`src/rtl/cpu_pkg.sv`:
```
// Shared definitions for the simple_cpu core.
// Contents: datapath width, opcode encoding, FSM state encoding and
// bus-source selector used by the top-level control logic.
package cpu_pkg;

  localparam int DATA_W = 16;

  // Opcodes live in IR[8:6]; values 3'b100..3'b111 are reserved and act as NOPs.
  typedef enum logic [2:0] {
    OP_MV  = 3'b000,
    OP_MVI = 3'b001,
    OP_ADD = 3'b010,
    OP_SUB = 3'b011
  } op_e;

  typedef enum logic [1:0] {
    T0 = 2'd0,
    T1 = 2'd1,
    T2 = 2'd2,
    T3 = 2'd3
  } state_e;

  typedef enum logic [2:0] {
    SEL_NONE = 3'd0,
    SEL_RX   = 3'd1,
    SEL_RY   = 3'd2,
    SEL_DIN  = 3'd3,
    SEL_G    = 3'd4
  } bus_sel_e;

endpackage

```
`src/rtl/regn.sv`:
```
// Generic W-bit register with load enable and an optional asynchronous
// active-low clear. Used for R0-R7 (no clear) and for A, G, IR (cleared).
// Ports:
//   clk_i   in  1  clock, rising edge
//   rst_ni  in  1  asynchronous active-low clear (ignored when HAS_CLR=0)
//   ld_i    in  1  load enable
//   d_i     in  W  data to load
//   q_o     out W  register contents
module regn #(
  parameter int W       = 16,
  parameter bit HAS_CLR = 1'b0
) (
  input  logic         clk_i,
  input  logic         rst_ni,
  input  logic         ld_i,
  input  logic [W-1:0] d_i,
  output logic [W-1:0] q_o
);

  logic [W-1:0] q_q;

  generate
    if (HAS_CLR) begin : g_clr
      always_ff @(posedge clk_i or negedge rst_ni) begin
        if (!rst_ni) begin
          q_q <= '0;
        end else if (ld_i) begin
          q_q <= d_i;
        end
      end
    end else begin : g_noclr
      // General-purpose registers keep their contents across reset.
      logic unused_rst;
      assign unused_rst = rst_ni;
      always_ff @(posedge clk_i) begin
        if (ld_i) begin
          q_q <= d_i;
        end
      end
    end
  endgenerate

  assign q_o = q_q;

endmodule

```
`src/rtl/simple_cpu.sv`:
```
// Multi-cycle 16-bit accumulator-style core: eight GPRs, A, G, IR and a
// single shared bus. Executes mv, mvi, add and sub, one per run handshake.
// Ports:
//   clock        in  1       rising-edge clock
//   resetn       in  1       asynchronous active-low reset
//   run          in  1       fetch request, sampled in T0
//   din          in  DATA_W  instruction word, or mvi immediate in T1
//   done         out 1       high during the last cycle of an instruction
//   bus          out DATA_W  current bus value
//   dbg_wr_en    in  1       GPR preload strobe (wins over FSM writes)
//   dbg_wr_sel   in  3       GPR index for preload
//   dbg_wr_data  in  DATA_W  preload value
//   dbg_rd_sel   in  3       GPR index to observe
//   dbg_rd_data  out DATA_W  combinational R[dbg_rd_sel]
module simple_cpu
  import cpu_pkg::*;
#(
  parameter int DATA_W = cpu_pkg::DATA_W
) (
  input  logic              clock,
  input  logic              resetn,
  input  logic              run,
  input  logic [DATA_W-1:0] din,
  output logic              done,
  output logic [DATA_W-1:0] bus,
  input  logic              dbg_wr_en,
  input  logic [2:0]        dbg_wr_sel,
  input  logic [DATA_W-1:0] dbg_wr_data,
  input  logic [2:0]        dbg_rd_sel,
  output logic [DATA_W-1:0] dbg_rd_data
);

  state_e            state_q, state_d;
  logic [8:0]        ir_q;
  logic [DATA_W-1:0] a_q, g_q, g_d;
  logic [DATA_W-1:0] r_q [8];

  op_e        op;
  logic [2:0] rx, ry;
  logic       is_arith;
  bus_sel_e   sel;
  logic       ir_ld, a_ld, g_ld, rx_wr;

  assign op       = op_e'(ir_q[8:6]);
  assign rx       = ir_q[5:3];
  assign ry       = ir_q[2:0];
  assign is_arith = (op == OP_ADD) || (op == OP_SUB);

  // State register
  always_ff @(posedge clock or negedge resetn) begin
    if (!resetn) begin
      state_q <= T0;
    end else begin
      state_q <= state_d;
    end
  end

  // Next-state logic
  always_comb begin
    state_d = state_q;
    case (state_q)
      T0: if (run) state_d = T1;
      T1: state_d = is_arith ? T2 : T0;
      T2: state_d = T3;
      T3: state_d = T0;
    endcase
  end

  // Control outputs; reserved opcodes fall through to a bare done in T1.
  always_comb begin
    sel   = SEL_NONE;
    ir_ld = 1'b0;
    a_ld  = 1'b0;
    g_ld  = 1'b0;
    rx_wr = 1'b0;
    done  = 1'b0;
    case (state_q)
      T0: ir_ld = run;
      T1: begin
        case (op)
          OP_MV: begin
            sel   = SEL_RY;
            rx_wr = 1'b1;
            done  = 1'b1;
          end
          OP_MVI: begin
            sel   = SEL_DIN;
            rx_wr = 1'b1;
            done  = 1'b1;
          end
          OP_ADD, OP_SUB: begin
            sel  = SEL_RX;
            a_ld = 1'b1;
          end
          default: done = 1'b1;
        endcase
      end
      T2: begin
        sel  = SEL_RY;
        g_ld = 1'b1;
      end
      T3: begin
        sel   = SEL_G;
        rx_wr = 1'b1;
        done  = 1'b1;
      end
    endcase
  end

  // Shared bus: exactly one driver, zero when nothing is selected.
  always_comb begin
    case (sel)
      SEL_RX:  bus = r_q[rx];
      SEL_RY:  bus = r_q[ry];
      SEL_DIN: bus = din;
      SEL_G:   bus = g_q;
      default: bus = '0;
    endcase
  end

  // Modulo-2^DATA_W add/subtract, no flags.
  assign g_d = (op == OP_SUB) ? (a_q - bus) : (a_q + bus);

  regn #(.W(9), .HAS_CLR(1'b1)) u_ir (
    .clk_i(clock), .rst_ni(resetn), .ld_i(ir_ld), .d_i(din[8:0]), .q_o(ir_q)
  );

  regn #(.W(DATA_W), .HAS_CLR(1'b1)) u_a (
    .clk_i(clock), .rst_ni(resetn), .ld_i(a_ld), .d_i(bus), .q_o(a_q)
  );

  regn #(.W(DATA_W), .HAS_CLR(1'b1)) u_g (
    .clk_i(clock), .rst_ni(resetn), .ld_i(g_ld), .d_i(g_d), .q_o(g_q)
  );

  // GPR file: a debug preload overrides an FSM write to the same register.
  for (genvar k = 0; k < 8; k++) begin : g_gpr
    logic              dbg_hit, fsm_hit;
    logic [DATA_W-1:0] r_d;
    assign dbg_hit = dbg_wr_en && (dbg_wr_sel == 3'(k));
    assign fsm_hit = rx_wr && (rx == 3'(k));
    assign r_d     = dbg_hit ? dbg_wr_data : bus;
    regn #(.W(DATA_W), .HAS_CLR(1'b0)) u_r (
      .clk_i(clock), .rst_ni(resetn), .ld_i(dbg_hit || fsm_hit), .d_i(r_d), .q_o(r_q[k])
    );
  end

  assign dbg_rd_data = r_q[dbg_rd_sel];

endmodule

```
`config.mk`:
```
export PLATFORM = sky130hd
export DESIGN_NAME = simple_cpu
export DESIGN_NICKNAME = d
export VERILOG_FILES = /design/src/rtl/cpu_pkg.sv /design/src/rtl/regn.sv /design/src/rtl/simple_cpu.sv
export SDC_FILE = /design/constraint.sdc
export NUM_CORES = 1
export LEC_CHECK = 0
export BUFFER_PORTS_ARGS = -buffer_cell sky130_fd_sc_hd__buf_2
export CELL_PAD_IN_SITES_DETAIL_PLACEMENT = 2
export CELL_PAD_IN_SITES_GLOBAL_PLACEMENT = 2
export CORE_ASPECT_RATIO = 0.9
export CORE_MARGIN = 2
export CORE_UTILIZATION = 42
export DETAILED_ROUTE_END_ITERATION = 12
export GPL_ROUTABILITY_DRIVEN = 1
export GPL_TIMING_DRIVEN = 0
export PLACE_DENSITY = 0.79
export SLEW_MARGIN = 20
export SYNTH_ARGS = -nofsm -noshare
export SYNTH_HDL_FRONTEND = slang
export SYNTH_SLANG_ARGS = --single-unit
```
`constraint.sdc`:
```
create_clock -name clock -period 5.4 [get_ports clock]
set_input_delay 0.54 -clock clock [delete_from_list [all_inputs] [get_ports clock]]
set_output_delay 0.54 -clock clock [all_outputs]
set_load 0.01 [all_outputs]
```
After elaboration in Yosys (flattened, before gate mapping). Cells that the tools add are included.

Add/subtract/negate cells: 2. Reduce and logical (&&, ||, !) cells: 31. Order comparisons: 3. Multiplexer cells: 32. Equal/unequal tests: 25. Bitwise operators: 3.

Operators with widths (count): $mux W16 (15); $bmux W16 S3 (3); $pmux W16 S4 (1); $eq A3 B3 Y1 const B (9); $eq A3 B2 Y1 const B (8); $add A16 B16 Y16 (1); $logic_and A1 B1 Y1 (16); $sub A16 B16 Y16 (1); $eq A3 B1 Y1 const B (4); $ge A4 B4 Y1 const B (3); $not A3 Y4 (3); $logic_not A3 Y1 (3); $logic_or A1 B1 Y1 (9); $pmux W3 S3 (1); $pmux W2 S4 (1); $mux W1 (6); $pmux W2 S3 (1); $eq A2 B2 Y1 const B (2); $mux W2 (2); $pmux W1 S2 (2); $reduce_or A2 Y1 (2); $eq A2 B1 Y1 const B (1); $logic_not A2 Y1 (1); $ne A2 B2 Y1 const B (1).

Logic and storage cells: 108. Input port bits: 42. Output and inout bits: 33. Bits in registers: 171.

Depth between registers and ports, before layout.
Depth in word-level cells: 8. Mapped depth: 21. Mapped depth without buffers: 17.

Modules after synthesis. From an unflattened synthesis, not the netlist that was laid out.

Cell total of the unflattened synthesis: 944. Area total of the unflattened synthesis: 11448.5 µm².

By module, submodules not included: simple_cpu (seq. area each 50.0 µm², cells each 729, times used 1, area each 5934.4 µm²); regn (g_gpr[0].u_r ...) (seq. area each 480.5 µm², cells each 16, times used 8, area each 480.5 µm²); regn (u_a ...) (seq. area each 400.4 µm², cells each 34, times used 2, area each 649.4 µm²); regn (u_ir) (seq. area each 225.2 µm², cells each 19, times used 1, area each 371.6 µm²).

Worst setup path before layout. OpenSTA, ideal clock, no wires.

Path kind: register to register. Start: register u_ir.q_q[3], in the netlist u_ir.q_o[3]. End: register u_g.q_q[15], in the netlist u_g.q_o[15]. Cell stages (with the launch flop): 20. Buffers on the path: 3. Setup slack: 1.086 ns. Data required time: 5.324 ns. Period minus slack after synthesis: 4.314 ns. Library setup time: 0.076 ns. Arrival: 4.238 ns. Cells stage by stage: dfrtp_1 buf_6 buf_6 mux4_2 mux2i_1 o221a_2 clkbuf_1 ha_1 nor2_1 a21o_1 ha_1 nor2b_1 o21a_1 o21ai_0 nor4b_1 o311ai_0 a41oi_1 o21ai_0 xor2_1 o21ai_1.

Word-level cells in the longest chain between the ends: 7. Elaborated cells between the ends (all ways): 8. Those cells by class: add/sub (2); mux (5); bitwise (1).

RTL lines: start: declaration (line regn.sv:20) `logic [W-1:0] q_q;`; start signal: assignment (line regn.sv:28) `q_q <= d_i;`; $not A3 Y4 (implied by the code) * (line simple_cpu.sv:113) `SEL_RX: bus = r_q[rx];`; $bmux W16 S3 * (line simple_cpu.sv:113); $mux W16 (implied by the code) * (2 in a row) (line simple_cpu.sv:113); $pmux W16 S4 * (line simple_cpu.sv:112) `case (sel)`; $add A16 B16 Y16 or $sub A16 B16 Y16 (tied branches) (line simple_cpu.sv:122) `assign g_d = (op == OP_SUB) ? (a_q - bus) : (a_q + bus);`; $mux W16 * (line simple_cpu.sv:122); end signal: assignment (line regn.sv:28); end: declaration (line regn.sv:20).

Every way passes the cells marked *; elsewhere a longest branch is shown, timed or not. The select of a mux whose other input is x is not followed. A chain may end at the register's enable or synchronous reset.

Worst setup path after layout. Same ends and word-level chain as after synthesis.

==> metrics.txt <==
Tmin final=5.19 ns; Setup crit end kind=register; synthesized area per cell=11.4 µm²; Max H-tree Level=4; die area=27900 µm²; sw power=4.58 mW; CP Launch Type=register; area grow syn2layout=14.1%; Final nets=1125; Final ANT Viol Nets=0; library cells used by synthesis=63; Mapped Area=11200 µm²; initial antenna violation count=0; Seq pwr share=0.223; overall global routing resource usage=0.355; final hold vios=0; hold buffer count at cts=0; worst hold path type=input port to asynchronous set/reset pin; pins over their slew limit=0; CP Class=register to register; CTS buffer count=17; FP Rows=56; syn nets=1043; routability cong.=0.837; Post-synth ARST share=0.251; core footprint=26100 µm²; n_diodes=0; Most used DFF post-synth=edfxtp_1; clock-pin slew on the worst setup and hold paths=0.08 ns; Yosys Warn Count=0; worst clock skew=0.0149 ns; internal power=5.10 mW; Clock Latency Late Sink=0.45 ns; final non-filler cell total=1427; EDFF count, synth=128; register area share after synthesis=0.440; # setup viols final=0; status=finished clean; crit path DAT=5.51 ns; layout cells sized above 1=0.253; Max FO, Critical Path=11; Die Y-Extent=159 µm; Max Freq=193 MHz; Die Span X=176 µm; Peak supply drop=0.276 mV; via count=9625; Slew HR=0.200; Initial Util=0.428; vias per cell=6.74; cell count after placement=1396; num ports=75; register area=4920 µm²; Iteration-0 DRC Markers=1168; first-pass GRT wire length=70.8 mm; Multi-input gate area=5860 µm²; final hold slack=0.0928 ns; number of detailed-route iterations in the first pass=6; Leak=4.90 nW; RSZ-0062 raised after global routing=no; Mapped Cells=984; CTS Sinks=171; wire per inst=34.0 µm; CTS Root Cell=clkbuf_16; Max Cap Viol=0; Tcrit/Tclk final=0.961; Clock Tree Buf Depth=2; fillers=2645; Req. time, crit path=5.72 ns; FF+latch count, synth=171; final wirelength=48.5 mm; sw frac=0.473; number of global-route vias before repair=10422; DPL Wire Length=32.9 mm; DRC viols=0; Worst-Margin Slew=1.20 ns; Pwr Density=759 nW/µm²; CTS tree=done; gr ovfl total=0; Clock Power Share=0.131; Overall Power=9.68 mW; port bufs=56; combinational share of power=0.645; largest net degree at the start of global routing=44
worst max-delay path: stages (launching register included):
cell	delay [ns]
dfrtp_1	0.40
buf_6	0.22
buf_6	0.25
mux4_2	0.55
mux2i_2	0.41
o221a_4	0.43
ha_1	0.28
nor2_1	0.11
a21o_1	0.14
ha_1	0.23
nor2b_1	0.13
o21a_1	0.18
o21ai_0	0.27
nor4b_4	0.40
o311ai_0	0.25
a41oi_1	0.38
o21ai_0	0.17
xor2_1	0.18
o21ai_1	0.07
power by group through the flow:
| stage | logic, mW | registers (mW) | clock network [mW] |
|---|---|---|---|
| floorplan | 4.21 | 2.07 | 0 |
| global placement | 5.60 | 2.14 | 0 |
| detailed placement | 5.95 | 2.16 | 0 |
| CTS | 6.12 | 2.15 | 1.27 |
| global route | 6.72 | 2.19 | 1.31 |
| finish | 6.24 | 2.16 | 1.27 |
per-layer routing:
| metal | global-route usage | part of all wire | vias up |
|---|---|---|---|
| met4 | 0.148 | 0.040 | 0 |
| met5 | 0 | 0 | - |
| met2 | 0.580 | 0.48 | 641 |
| met1 | 0.463 | 0.39 | 4957 |
| met3 | 0.0668 | 0.089 | 150 |
| li1 | - | - | 3877 |
cell families after synthesis:
group                    after synthesis  synth area share
multiplexers                         142             0.239
buffers and inverters                123            0.0487
AND/OR/NAND/NOR                      262             0.104
adder cells (fa/ha/maj)               17            0.0197
AO/OA/AOI/OAI                        245             0.130
flip-flops                           171             0.440
XOR/XNOR                              24            0.0188
per-stage QoR:
| stage | util | setup WS (ns) | TNS [ns] | cell area, µm² |
|---|---|---|---|---|
| floorplan | - | 1.09 | 0 | 11200 |
| global placement | 0.455 | -0.551 | -1.28 | 11900 |
| detailed placement | 0.464 | -0.696 | -2.29 | 12100 |
| CTS | 0.487 | 0.0370 | 0 | 12700 |
| global route | 0.488 | 0.0215 | 0 | 12800 |
| finish | 0.488 | 0.210 | 0 | 12800 |
area by class of cell:
| type | instances | share of cell area |
|---|---|---|
| plain buffers | 99 | 0.0364 |
| multi-input cells | 690 | 0.459 |
| clock inverters | 13 | 0.0104 |
| repair buffers | 64 | 0.0333 |
| inverters | 23 | 0.00677 |
| clock buffers | 19 | 0.0339 |
| flip-flops and latches | 171 | 0.386 |
| well taps | 348 | 0.0341 |
layout by cell type (no fill, tap or decap), drive strengths merged, types with 2 or more instances in the layout:
| cell | instances |
|---|---|
| nor2 | 165 |
| a21oi | 148 |
| edfxtp | 128 |
| buf | 107 |
| mux4 | 96 |
| clkbuf | 75 |
| nand2 | 52 |
| dfrtp | 43 |
| o21ai | 32 |
| inv | 28 |
| mux2 | 23 |
| mux2i | 23 |
| ha | 16 |
| xnor2 | 15 |
| xor2 | 9 |
| o221a | 8 |
| nor3 | 8 |
| a21o | 7 |
| o21a | 7 |
| a32oi | 7 |
| o31ai | 7 |
| nor2b | 6 |
| nand3 | 5 |
| a22o | 5 |
| o211ai | 5 |
| nor3b | 5 |
| a31oi | 4 |
| clkinvlp | 4 |
| a41oi | 4 |
| and4 | 4 |
| a22oi | 3 |
| nand2b | 3 |
| clkinv | 3 |
| nor4b | 3 |
| and2 | 3 |
| and3 | 2 |
| a21boi | 2 |
sequential cells by signal, summed over array words and instances (netlist names), named ones only:
signal         flops
u_ir.q_o           9
u_g.q_o           16
u_a.q_o           16
g_gpr.u_r.q_o    128
state_q            1
final timing paths:
path | start | endpoint | slack (ns) | cells after the start
worst max-delay path | u_ir.q_o[3]$_DFFE_PN0P_ | u_g.q_o[15]$_DFFE_PN0P_ | 0.21 | 18
worst min-delay path | resetn | u_g.q_o[2]$_DFFE_PN0P_ | 0.09 | 1
worst max register to register | u_ir.q_o[3]$_DFFE_PN0P_ | u_g.q_o[15]$_DFFE_PN0P_ | 0.21 | 18
worst min register to register | u_g.q_o[8]$_DFFE_PN0P_ | u_g.q_o[8]$_DFFE_PN0P_ | 0.49 | 2
max in group asynchronous | resetn | u_a.q_o[10]$_DFFE_PN0P_ | 4.86 | 1
min in group clock | din[6] | u_ir.q_o[6]$_DFFE_PN0P_ | 0.32 | 3
synthesized netlist by cell type (all sizes together), types with 8 or more instances:
master  instances  area (µm²)
ha             16         200
nand2          52         195
buf            45         251
nor3            8        45.0
edfxtp        128        3840
o221a           8        90.1
dfrtp          43        1080
mux4           96        2180
o21ai          32         160
clkbuf         55         206
a21oi         148         744
mux2i          23         230
xnor2          15         131
mux2           23         259
nor2          165         627
inv            23        86.3
xor2            9        78.8
timing repair:
item,CTS,global route
resized for setup,4,13
setup buffers,0,0
setup endpoints to repair,8,5
Note: power is estimated with default switching activity, not from simulation.
